[src/rtl/vga_timing_pkg.sv]
// vga_timing_pkg: 640x480@60 raster constants, position type and sync-level helper.
package vga_timing_pkg;

    localparam int POS_W = 10;

    localparam int VGA_H_VISIBLE = 640;
    localparam int VGA_H_FRONT   = 16;
    localparam int VGA_H_SYNC    = 96;
    localparam int VGA_H_BACK    = 48;
    localparam int VGA_V_VISIBLE = 480;
    localparam int VGA_V_FRONT   = 10;
    localparam int VGA_V_SYNC    = 2;
    localparam int VGA_V_BACK    = 33;
    localparam logic VGA_SYNC_POL = 1'b0;

    localparam int H_TOTAL = VGA_H_VISIBLE + VGA_H_FRONT + VGA_H_SYNC + VGA_H_BACK;
    localparam int V_TOTAL = VGA_V_VISIBLE + VGA_V_FRONT + VGA_V_SYNC + VGA_V_BACK;

    typedef logic [POS_W-1:0] pos_t;

    // Map an internal "sync asserted" flag to the pin level for a given polarity.
    function automatic logic sync_level(input logic active, input logic pol);
        return pol ? active : ~active;
    endfunction

endpackage

[src/rtl/vga_timing_if.sv]
// vga_timing_if: raster outputs from the timing generator to the pattern generator / pins.
interface vga_timing_if;
    import vga_timing_pkg::*;

    pos_t hpos;
    pos_t vpos;
    logic visible;
    logic hsync;
    logic vsync;
    logic frame_strobe;

    modport master (output hpos, vpos, visible, hsync, vsync, frame_strobe);
    modport slave  (input  hpos, vpos, visible, hsync, vsync, frame_strobe);

endinterface

[src/rtl/vga_axis_counter.sv]
// vga_axis_counter: one raster axis (H or V). Holds the position register and
// decodes wrap/active/sync from the value the register is about to take, so the
// parent can register flags that line up with the counter.
module vga_axis_counter
    import vga_timing_pkg::*;
#(
    parameter int VISIBLE = 640,
    parameter int FRONT   = 16,
    parameter int SYNC    = 96,
    parameter int BACK    = 48
) (
    input  logic clk,
    input  logic rst_n,
    input  logic advance,
    output pos_t count,
    output logic wrap,
    output logic active,
    output logic sync_active
);

    localparam int   TOTAL      = VISIBLE + FRONT + SYNC + BACK;
    localparam pos_t LAST       = pos_t'(TOTAL - 1);
    localparam pos_t VIS_END    = pos_t'(VISIBLE);
    localparam pos_t SYNC_START = pos_t'(VISIBLE + FRONT);
    localparam pos_t SYNC_END   = pos_t'(VISIBLE + FRONT + SYNC);

    pos_t count_nxt;

    // Next-position and flag decode; wrap only counts when actually advancing.
    always_comb begin
        wrap      = advance && (count == LAST);
        count_nxt = count;
        if (advance) begin
            count_nxt = wrap ? '0 : count + pos_t'(1);
        end
        active      = (count_nxt < VIS_END);
        sync_active = (count_nxt >= SYNC_START) && (count_nxt < SYNC_END);
    end

    // Position register.
    always_ff @(posedge clk or negedge rst_n) begin
        if (!rst_n) count <= '0;
        else        count <= count_nxt;
    end

endmodule

[src/rtl/vga_timing_gen.sv]
// vga_timing_gen: VGA raster timing source (counters, visible, syncs, frame strobe).
// Optional build macro VGA_TIMING_SYNC_DELAY_EN: add one flop to hsync/vsync so they
// line up with the pattern generator's registered video.
module vga_timing_gen
    import vga_timing_pkg::*;
#(
    parameter int   H_VISIBLE = VGA_H_VISIBLE,
    parameter int   H_FRONT   = VGA_H_FRONT,
    parameter int   H_SYNC    = VGA_H_SYNC,
    parameter int   H_BACK    = VGA_H_BACK,
    parameter int   V_VISIBLE = VGA_V_VISIBLE,
    parameter int   V_FRONT   = VGA_V_FRONT,
    parameter int   V_SYNC    = VGA_V_SYNC,
    parameter int   V_BACK    = VGA_V_BACK,
    parameter logic SYNC_POL  = VGA_SYNC_POL
) (
    input  logic i_clk,
    input  logic i_rst_n,
    input  logic i_enable,
    vga_timing_if.master tim
);

    pos_t h_count, v_count;
    logic h_wrap, h_active, h_sync;
    logic v_wrap, v_active, v_sync;
    logic v_advance;

    logic visible_q, hsync_q, vsync_q, strobe_q;

    assign v_advance = i_enable && h_wrap;

    vga_axis_counter #(
        .VISIBLE(H_VISIBLE), .FRONT(H_FRONT), .SYNC(H_SYNC), .BACK(H_BACK)
    ) u_h (
        .clk(i_clk), .rst_n(i_rst_n), .advance(i_enable),
        .count(h_count), .wrap(h_wrap), .active(h_active), .sync_active(h_sync)
    );

    vga_axis_counter #(
        .VISIBLE(V_VISIBLE), .FRONT(V_FRONT), .SYNC(V_SYNC), .BACK(V_BACK)
    ) u_v (
        .clk(i_clk), .rst_n(i_rst_n), .advance(v_advance),
        .count(v_count), .wrap(v_wrap), .active(v_active), .sync_active(v_sync)
    );

    // Flags follow the counters only while enabled, so the reset-time (0,0)
    // stays invisible until the first advance and a freeze holds everything.
    always_ff @(posedge i_clk or negedge i_rst_n) begin
        if (!i_rst_n) begin
            visible_q <= 1'b0;
            hsync_q   <= sync_level(1'b0, SYNC_POL);
            vsync_q   <= sync_level(1'b0, SYNC_POL);
            strobe_q  <= 1'b0;
        end else begin
            strobe_q <= v_wrap;
            if (i_enable) begin
                visible_q <= h_active && v_active;
                hsync_q   <= sync_level(h_sync, SYNC_POL);
                vsync_q   <= sync_level(v_sync, SYNC_POL);
            end
        end
    end

`ifdef VGA_TIMING_SYNC_DELAY_EN
    logic hsync_d, vsync_d;

    // One extra stage on the syncs only; runs every clock so it settles during a freeze.
    always_ff @(posedge i_clk or negedge i_rst_n) begin
        if (!i_rst_n) begin
            hsync_d <= sync_level(1'b0, SYNC_POL);
            vsync_d <= sync_level(1'b0, SYNC_POL);
        end else begin
            hsync_d <= hsync_q;
            vsync_d <= vsync_q;
        end
    end

    assign tim.hsync = hsync_d;
    assign tim.vsync = vsync_d;
`else
    assign tim.hsync = hsync_q;
    assign tim.vsync = vsync_q;
`endif

    assign tim.hpos         = h_count;
    assign tim.vpos         = v_count;
    assign tim.visible      = visible_q;
    assign tim.frame_strobe = strobe_q;

endmodule

[src/flat_wrapper.sv]
// flat-port wrapper written by rule: the top's interface ports become plain ports
module vga_timing_gen_flat import vga_timing_pkg::*;
#(
    parameter int   H_VISIBLE = VGA_H_VISIBLE,
    parameter int   H_FRONT   = VGA_H_FRONT,
    parameter int   H_SYNC    = VGA_H_SYNC,
    parameter int   H_BACK    = VGA_H_BACK,
    parameter int   V_VISIBLE = VGA_V_VISIBLE,
    parameter int   V_FRONT   = VGA_V_FRONT,
    parameter int   V_SYNC    = VGA_V_SYNC,
    parameter int   V_BACK    = VGA_V_BACK,
    parameter logic SYNC_POL  = VGA_SYNC_POL
)
  (i_clk, i_rst_n, i_enable, tim_hpos, tim_vpos, tim_visible, tim_hsync, tim_vsync, tim_frame_strobe);
  vga_timing_if tim_i ();
  input  logic i_clk;
  input  logic i_rst_n;
  input  logic i_enable;
  output wire logic [$bits(tim_i.hpos)-1:0] tim_hpos;
  output wire logic [$bits(tim_i.vpos)-1:0] tim_vpos;
  output wire logic [$bits(tim_i.visible)-1:0] tim_visible;
  output wire logic [$bits(tim_i.hsync)-1:0] tim_hsync;
  output wire logic [$bits(tim_i.vsync)-1:0] tim_vsync;
  output wire logic [$bits(tim_i.frame_strobe)-1:0] tim_frame_strobe;
  assign tim_hpos = tim_i.hpos;
  assign tim_vpos = tim_i.vpos;
  assign tim_visible = tim_i.visible;
  assign tim_hsync = tim_i.hsync;
  assign tim_vsync = tim_i.vsync;
  assign tim_frame_strobe = tim_i.frame_strobe;
  vga_timing_gen #(.H_VISIBLE(H_VISIBLE), .H_FRONT(H_FRONT), .H_SYNC(H_SYNC), .H_BACK(H_BACK), .V_VISIBLE(V_VISIBLE), .V_FRONT(V_FRONT), .V_SYNC(V_SYNC), .V_BACK(V_BACK), .SYNC_POL(SYNC_POL)) u_core (.i_clk(i_clk), .i_rst_n(i_rst_n), .i_enable(i_enable), .tim(tim_i));
endmodule
[config.mk]
export PLATFORM = sky130hd
export DESIGN_NAME = vga_timing_gen_flat
export DESIGN_NICKNAME = d
export VERILOG_FILES = /design/src/rtl/vga_timing_pkg.sv /design/src/rtl/vga_timing_if.sv /design/src/rtl/vga_axis_counter.sv /design/src/rtl/vga_timing_gen.sv /design/src/flat_wrapper.sv
export SDC_FILE = /design/constraint.sdc
export NUM_CORES = 1
export LEC_CHECK = 0
export ABC_CLOCK_PERIOD_IN_PS = 5700
export BUFFER_PORTS_ARGS = -buffer_cell sky130_fd_sc_hd__buf_2
export CAP_MARGIN = 10
export CORE_UTILIZATION = 25
export CTS_BUF_LIST = sky130_fd_sc_hd__clkbuf_16
export CTS_CLUSTER_DIAMETER = 40
export DETAILED_ROUTE_END_ITERATION = 8
export PLACE_DENSITY = 0.53
export REMOVE_ABC_BUFFERS = 1
export SLEW_MARGIN = 20
export SYNTH_ARGS = -nofsm -noshare
export SYNTH_HDL_FRONTEND = slang
export SYNTH_SLANG_ARGS = --single-unit
[constraint.sdc]
create_clock -name i_clk -period 5.7 [get_ports i_clk]
set_input_delay 0.855 -clock i_clk [delete_from_list [all_inputs] [get_ports i_clk]]
set_output_delay 0.855 -clock i_clk [all_outputs]
set_load 0.005 [all_outputs]
======== Yosys cells after proc, flatten, opt, wreduce, memory -nomap -nowiden ========
Index checks and enable logic that the tools add are counted.
operators by class
  multiplexer cells ....................... 4
  reduce and logical (&&, ||, !) cells .... 6
  $lt $le $gt $ge ......................... 6
  eq/ne operators ......................... 2
  bitwise operators ....................... 2
  add/sub/neg operators ................... 2
operators by type and width
  cell                     count
  $mux W10                 4
  $add A10 B1 Y10 const B  2
  $eq A10 B10 Y1 const B   2
  $lt A10 B10 Y1 const B   2
  $lt A10 B9 Y1 const B    2
  $ge A10 B10 Y1 const B   1
  $ge A10 B9 Y1 const B    1
  $logic_and A1 B1 Y1      6
  $not A1 Y1               2
word-level totals
  output and inout bits ................... 24
  input port bits ......................... 3
  bits in registers ....................... 24
  word-level logic and storage cells ...... 28

======== Depth between registers and ports, before layout ========
Gate-level depths: netlist of the first run.
  word-level depth ........................ 9
  gate-level depth with buffers ........... 7

======== Cells and area by module ========
Synthesis of the first run repeated with hierarchy kept, for this count alone.
second synthesis, totals
  cells, all modules ...................... 148
  area total of the unflattened synthesis .. 1445.1 µm²
by module, submodules not included
  module                          times used  area an instance (µm²)  cells each
  vga_axis_counter at u_core.u_v  1           648.1                   72
  vga_axis_counter at u_core.u_h  1           645.6                   64
  vga_timing_gen                  1           151.4                   12

======== Worst setup path after synthesis of the first run ========
Ideal clock, no wire load.
  kind .................................... input to register
  from .................................... input i_enable
  to ...................................... register u_core.hsync_q (netlist: u_core.tim.hsync)
  arrival time ............................ 2.172 ns
  stages on the path ...................... 5
  setup slack ............................. 3.444 ns
  buffers on the path ..................... 0
  cells stage by stage .................... nand4_1 -> or3_1 -> a21oi_2 -> mux2_1 -> o32a_1
on the way
  longest elaborated chain between the ends .. 6
  elaborated cells between the ends (all ways) .. 7
  those cells by class .................... order compare: 2; mux: 2; bitwise: 1; reduce/logical: 2
RTL lines
  item                                              RTL line                source
  start, declared                                   flat_wrapper.sv:18      input logic i_enable;
  $logic_and A1 B1 Y1                               vga_axis_counter.sv:31  wrap = advance && (count == LAST);
  $mux W10                                          vga_axis_counter.sv:34  count_nxt = wrap ? '0 : count + pos_t'(1);
  $mux W10 *                                        vga_axis_counter.sv:33  if (advance) begin
  via u_core.u_h.count_nxt[5]                       vga_axis_counter.sv:27  pos_t count_nxt;
  $ge A10 B10 Y1 or $lt A10 B10 Y1 (tied branches)  vga_axis_counter.sv:37  sync_active = (count_nxt >= SYNC_START) && (count_nxt < SYNC_END);
  $logic_and A1 B1 Y1 *                             vga_axis_counter.sv:37
  $not A1 Y1 *                                      vga_timing_pkg.sv:23    return pol ? active : ~active;
  end signal, assigned                              vga_timing_gen.sv:51    hsync_q <= sync_level(1'b0, SYNC_POL);
  end signal, assigned                              vga_timing_gen.sv:58    hsync_q <= sync_level(h_sync, SYNC_POL);
  end, declared                                     vga_timing_gen.sv:28    logic visible_q, hsync_q, vsync_q, strobe_q;
The timed path passes the listed nets; every way through them passes the cells marked *.
A chain may end at the register's enable or synchronous reset.

======== Worst setup path after layout of the first run ========
Ends and elaborated chain as after synthesis.

==> flow_metrics.py, run 1 <==
metrics = {
    "run_status": {
        "status": "complete, no violations",
    },
    "critical_path": {
        "worst_setup_path_start_kind": "input pin",
        "cp.required_ns": 5.89,
        "cp_slowest_cell": "nor4_4",
        "r2r-start": "u_core.u_h.count[0]",
        "critPathTopFamily": "simple AND/OR/NAND/NOR gates",
        "path_buf_inv": 1,
        "arrival_ns": 2.69,
        "worst_path_largest_cell_delay_ns": 0.64,
        "ff2ff_path_depth": 6,
        "critPathCaptureType": "register",
        "timing.rr.end": "u_core.tim.hsync",
        "cp_max_fo": 13,
        "crit_chain": "buf_2 -> nand3_4 -> nor4_4 -> a21oi_2 -> mux2_1 -> o32a_1",
        "startpoint": "i_enable",
        "rrSetupSlack_ns": 3.39,
        "path_class": "input pin to register",
    },
    "floorplanning": {
        "start_util_pct": 26.1,
        "die_area_sq_um": 6090,
        "core_sq_um": 5540,
        "fp.dieH_microns": 78.0,
        "io_pins": 27,
        "row_count": 27,
        "die_w_microns": 78.0,
    },
    "logic_synthesis": {
        "synth-async-reset-ratio_pct": 100,
        "synth.distinct_cells": 42,
        "syn-cell-area_sq_um": 1450,
        "ys_ff_latch": 24,
        "synth_cells": 145,
        "ys_seq_area_share_pct": 41.7,
        "synth-edff-count": 0,
        "synth_area_per_cell_sq_um": 9.97,
        "synth_warnings": 0,
        "ys.flop_type": "dfrtp_1",
    },
    "grt": {
        "use_met3_pct": 2.56,
        "grt_overflow": 0,
        "antenna_found_initial": 0,
        "grt_max_degree": 25,
        "grt_util_all_layers_pct": 11.7,
        "met2_usage_pct": 18.1,
        "grt_pass1_vias": 1153,
        "gr-usage-met1_pct": 15.9,
        "grt_pass1_wl_microns": 5530,
        "busiest_layer": "met2",
    },
    "clock_tree": {
        "cts_buffer_depth": 2,
        "clock_latency_ns": 0.26,
        "cts_buffers": 3,
        "root_buffer": "clkbuf_16",
        "hold_buffers": 0,
        "clk_pin_slew_ns": 0.06,
        "htree_num_levels": 1,
        "cts_sinks": 24,
        "post_cts.repair.setup_buffers": 0,
        "cts_tree": "done",
        "cts_resized": 0,
    },
    "worst_hold_path": {
        "holdCritPathClass": "register to register",
        "min-delay-start": "u_core.tim.vsync",
        "whs_endpoint": "u_core.tim.vsync",
        "whs_path_depth": 2,
    },
    "route": {
        "firstDrtPassIters": 4,
        "dr.first_iter.drc_count": 73,
        "drcViolationCount": 0,
        "ant_nets": 0,
        "via_per_inst": 4.80,
        "drt-total-wl_microns": 3190,
        "routedWlPerCell_microns": 13.2,
        "dr_total_vias": 1162,
    },
    "pwr": {
        "pwr-share-seq_pct": 46.2,
        "p_per_area_nw_per_um2": 292,
        "power.switching_uw": 155,
        "switching_share_pct": 31.5,
        "p_leak_nw": 0.722,
        "clock_power_share_pct": 31.4,
        "ir_drop_mv": 0.0927,
        "combinationalPowerShare_pct": 22.4,
        "power_uw": 493,
        "intPower_uw": 338,
    },
    "finish": {
        "drive_gt1_share_pct": 25.3,
        "fin_nets": 177,
        "diodes": 0,
        "area_growth_pct": 16.7,
        "fillers": 591,
    },
    "placed_design": {
        "hpwl_microns": 2350,
        "io_buffers": 26,
        "gp_congestion": 0.799,
    },
    "sta": {
        "clock_skew_ns": 0.00234,
        "timing.final.crit_share_pct": 43.9,
        "min_period_ns": 2.50,
        "drv_slew": 0,
        "fmax_mhz": 400,
        "finalSetupViolations": 0,
        "final.setup.tns_ns": 0,
        "slew_headroom_pct": 56.4,
        "tightest_slew_ns": 0.649,
        "hold_violations": 0,
        "rsz0062_at_grt": "no",
    },
    "job": {
        "max-cap-violations": 0,
    },
}
cells in the final DEF, fill, tap and decap left out, types with 3 or more instances in the layout:
master	Yosys	routed
mux2_2	4	4
inv_1	7	7
clkbuf_16	0	3
ha_1	3	3
xor2_1	7	7
nor2_1	13	13
nand3_1	10	10
buf_2	0	26
xnor2_1	5	5
or3_1	4	4
nor3_1	9	9
nand4_1	4	4
dfrtp_1	22	22
o21ai_0	5	5
nand2_1	11	11
tightest hold or removal path, delay by kind of cell, from the launching register on:
| family | cells | cell delay, ns |
|---|---|---|
| DFF | 1 | 0.38 |
| and+or+nand+nor | 1 | 0.08 |
| AOI/OAI and AO/OA | 1 | 0.05 |
metrics by stage:
step / hold WS (ns) / util, % / setup WS [ns] / std cells / cell area (sq um)
5_1_grt: 0.566 / 30.4 / 3.10 / 242 / 1690
4_1_cts: 0.514 / 30.4 / 3.22 / 242 / 1690
6_report: 0.511 / 30.4 / 3.20 / 242 / 1690
3_5_place_dp: 0.499 / 29.0 / 2.95 / 238 / 1610
3_3_place_gp: 0.497 / 29.0 / 2.97 / 238 / 1610
2_1_floorplan: 0.479 / - / 3.44 / 140 / 1390
power by group through the flow:
| stage | Sequential (mW) | Clock [mW] | Combinational [mW] |
|---|---|---|---|
| 2_1_floorplan | 0.227 | 0 | 0.0701 |
| 3_3_place_gp | 0.230 | 0 | 0.112 |
| 3_5_place_dp | 0.231 | 0 | 0.111 |
| 4_1_cts | 0.228 | 0.159 | 0.112 |
| 5_1_grt | 0.232 | 0.169 | 0.124 |
| 6_report | 0.228 | 0.155 | 0.110 |
flip-flops by register name, indices dropped and copies added (netlist names):
name / flops
u_core.tim.vsync: 1
u_core.tim.frame_strobe: 1
u_core.u_h.count: 10
u_core.u_v.count: 10
u_core.tim.visible: 1
u_core.tim.hsync: 1
routing by layer:
layer / up-vias / routed length (microns)
met5: - / 0
met4: 0 / 55
met3: 6 / 118
met2: 29 / 1460
met1: 553 / 1560
li1: 574 / -
Yosys cell counts, types with 3 or more instances:
master    n  share of area [%]
o21ai_0   5                1.7
xor2_1    7                4.2
nand3_1  10                3.5
ha_1      3                2.6
nor3_1    9                3.1
mux2_2    4                3.1
inv_1     7                1.8
xnor2_1   5                3.0
dfrtp_1  22                 38
or3_1     4                1.7
nand2_1  11                2.9
nor2_1   13                3.4
nand4_1   4                1.7
final cells by class:
| class | instances | area, sq um | area share [%] |
|---|---|---|---|
| inverters | 7 | 26.3 | 1.56 |
| repair buffers | 26 | 130 | 7.72 |
| well taps | 72 | 90.1 | 5.34 |
| flip-flops and latches | 24 | 603 | 35.8 |
| clock buffers | 3 | 75.1 | 4.45 |
| clock inverters | 1 | 3.75 | 0.223 |
| multi-input cells | 109 | 758 | 45.0 |
how the worst max path moves through the flow:
| stage | end | slack (ns) | cells after the start |
|---|---|---|---|
| after floorplan | u_core.tim.visible | 3.44 | 5 |
| after global placement | u_core.tim.hsync | 2.97 | 6 |
| after detailed placement | u_core.tim.hsync | 2.95 | 6 |
| after CTS | u_core.tim.hsync | 3.22 | 6 |
| after global routing | u_core.tim.hsync | 3.10 | 6 |
| final | u_core.tim.hsync | 3.20 | 6 |
cells by family after synthesis:
logic type	synth area share, %
compound gates	10.4
xor+xnor	7.27
fa+ha+maj	2.60
buf+inv	5.80
flops	41.7
mux	5.28
simple gates	26.9
Power figures use the tool's default switching activity.
==> inputs of run 2 (changes only) <==
Settings changed: ABC_CLOCK_PERIOD_IN_PS 5700 to 2400.
Clock period 5.7 ns to 2.4 ns, I/O delays scaled along.
==> flow_metrics.py, run 2 (synthesis results as in run 1) <==
metrics = {
    "critical_path": {
        "worst_path_largest_cell_delay_ns": 0.65,
        "r2r-start": "u_core.u_h.count[0]",
        "cp_max_fo": 13,
        "cp.required_ns": 2.56,
        "ff2ff_path_depth": 6,
        "path_buf_inv": 0,
        "path_class": "register to register",
        "critPathTopFamily": "simple AND/OR/NAND/NOR gates",
        "worst_setup_path_start_kind": "register",
        "rrSetupSlack_ns": 0.25,
        "cp_slowest_cell": "or4_4",
        "timing.rr.end": "u_core.tim.visible",
        "crit_chain": "ha_1 -> nand3_4 -> or4_4 -> a211oi_1 -> o21ai_0 -> o32ai_1",
        "arrival_ns": 2.32,
        "critPathCaptureType": "register",
    },
    "clock_tree": {
        "clk_pin_slew_ns": 0.06,
        "root_buffer": "clkbuf_16",
        "cts_buffer_depth": 2,
        "hold_buffers": 0,
        "post_cts.repair.setup_buffers": 0,
        "cts_sinks": 24,
        "clock_latency_ns": 0.26,
        "cts_resized": 0,
        "htree_num_levels": 1,
        "cts_buffers": 3,
        "cts_tree": "done",
    },
    "placed_design": {
        "hpwl_microns": 2540,
        "gp_congestion": 0.763,
        "io_buffers": 26,
        "dp_worst_setup_slack_ns": 0.235,
        "dp_cells": 247,
        "post_dp_cell_area_sq_um": 1680,
    },
    "floorplanning": {
        "die_w_microns": 78.0,
        "start_util_pct": 26.1,
        "fp.dieH_microns": 78.0,
        "core_sq_um": 5540,
        "row_count": 27,
        "io_pins": 27,
        "die_area_sq_um": 6090,
    },
    "pwr": {
        "combinationalPowerShare_pct": 23.4,
        "p_per_area_nw_per_um2": 679,
        "switching_share_pct": 32.0,
        "p_leak_nw": 0.766,
        "power.switching_uw": 381,
        "intPower_uw": 810,
        "ir_drop_mv": 0.402,
        "clock_power_share_pct": 31.3,
        "pwr-share-seq_pct": 45.3,
        "power_mw": 1.19,
    },
    "sta": {
        "rsz0062_at_grt": "no",
        "fmax_mhz": 464,
        "timing.final.crit_share_pct": 89.7,
        "clock_skew_ns": 0.00227,
        "min_period_ns": 2.15,
        "hold_violations": 0,
        "final.setup.tns_ns": 0,
        "fin_ws_ns": 0.247,
        "hold_slack_ns": 0.0802,
        "slew_headroom_pct": 63.4,
        "tightest_slew_ns": 0.548,
        "finalSetupViolations": 0,
        "drv_slew": 0,
    },
    "route": {
        "drt-total-wl_microns": 3390,
        "dr_total_vias": 1188,
        "via_per_inst": 4.73,
        "routedWlPerCell_microns": 13.5,
        "firstDrtPassIters": 4,
        "drcViolationCount": 0,
        "ant_nets": 0,
        "dr.first_iter.drc_count": 97,
    },
    "finish": {
        "fillers": 599,
        "area_growth_pct": 21.4,
        "multi_input_comb_area_sq_um": 758,
        "stdcell_count": 251,
        "fin_nets": 186,
        "post-route-util_pct": 31.7,
        "final_cell_mix": "26 x buf_2, 22 x dfrtp_1, 13 x nor2_1, 11 x nand2_1, 10 x nand3_1",
        "register_area_sq_um": 603,
        "final_common_cell": "buf_2",
        "top_regs": "u_core.u_h.count: 10 flops, u_core.u_v.count: 10 flops",
        "diodes": 0,
        "drive_gt1_share_pct": 29.1,
        "final_area_sq_um": 1750,
    },
    "grt": {
        "antenna_found_initial": 0,
        "grt_overflow": 0,
        "grt_pass1_wl_microns": 5750,
        "grt_pass1_vias": 1149,
        "grt_util_all_layers_pct": 12.3,
        "grt_max_degree": 25,
    },
    "job": {
        "max-cap-violations": 0,
    },
    "run_status": {
        "status": "complete, no violations",
    },
    "worst_hold_path": {
        "holdCritPathClass": "input pin to asynchronous set/reset pin",
    },
}
[run 2: routing by layer]
| metal | global-route usage, % | vias to the layer above | wire length (microns) |
|---|---|---|---|
| met4 | 5.00 | 0 | 52 |
| met1 | 16.6 | 574 | 1650 |
| li1 | - | 594 | - |
| met2 | 19.3 | 16 | 1570 |
| met5 | 0 | - | 0 |
| met3 | 2.21 | 4 | 117 |
[run 2: power groups by stage]
stage | clock (mW) | sequential, mW | combinational [mW]
2_1_floorplan | 0 | 0.540 | 0.167
3_3_place_gp | 0 | 0.542 | 0.286
3_5_place_dp | 0 | 0.550 | 0.282
4_1_cts | 0.385 | 0.542 | 0.285
5_1_grt | 0.404 | 0.554 | 0.312
6_report | 0.373 | 0.540 | 0.279
[run 2: worst reg2reg max path, cell delays in order (launching register included)]
cell      delay, ns
dfrtp_1        0.42
ha_1           0.26
nand3_4        0.09
or4_4          0.65
a211oi_1       0.20
o21ai_0        0.17
o32ai_1        0.28
[run 2: worst max-delay path by stage]
stage | start | end | slack (ns) | depth (start not counted)
2_1_floorplan | u_core.u_h.count[0] | u_core.tim.visible | 0.31 | 6
6_report | u_core.u_h.count[0] | u_core.tim.visible | 0.25 | 6
5_1_grt | u_core.u_h.count[0] | u_core.tim.visible | 0.09 | 6
4_1_cts | u_core.u_h.count[0] | u_core.tim.visible | 0.22 | 6
3_5_place_dp | u_core.u_h.count[0] | u_core.tim.visible | 0.23 | 6
3_3_place_gp | u_core.u_h.count[0] | u_core.tim.visible | 0.33 | 6
[run 2: layout make-up]
class / instances / share of cell area (%)
multi-input cells: 109 / 43.2
flip-flops and latches: 24 / 34.4
repair buffers: 35 / 11.3
well taps: 72 / 5.14
clock buffers: 3 / 4.28
inverters: 7 / 1.50
clock inverters: 1 / 0.214
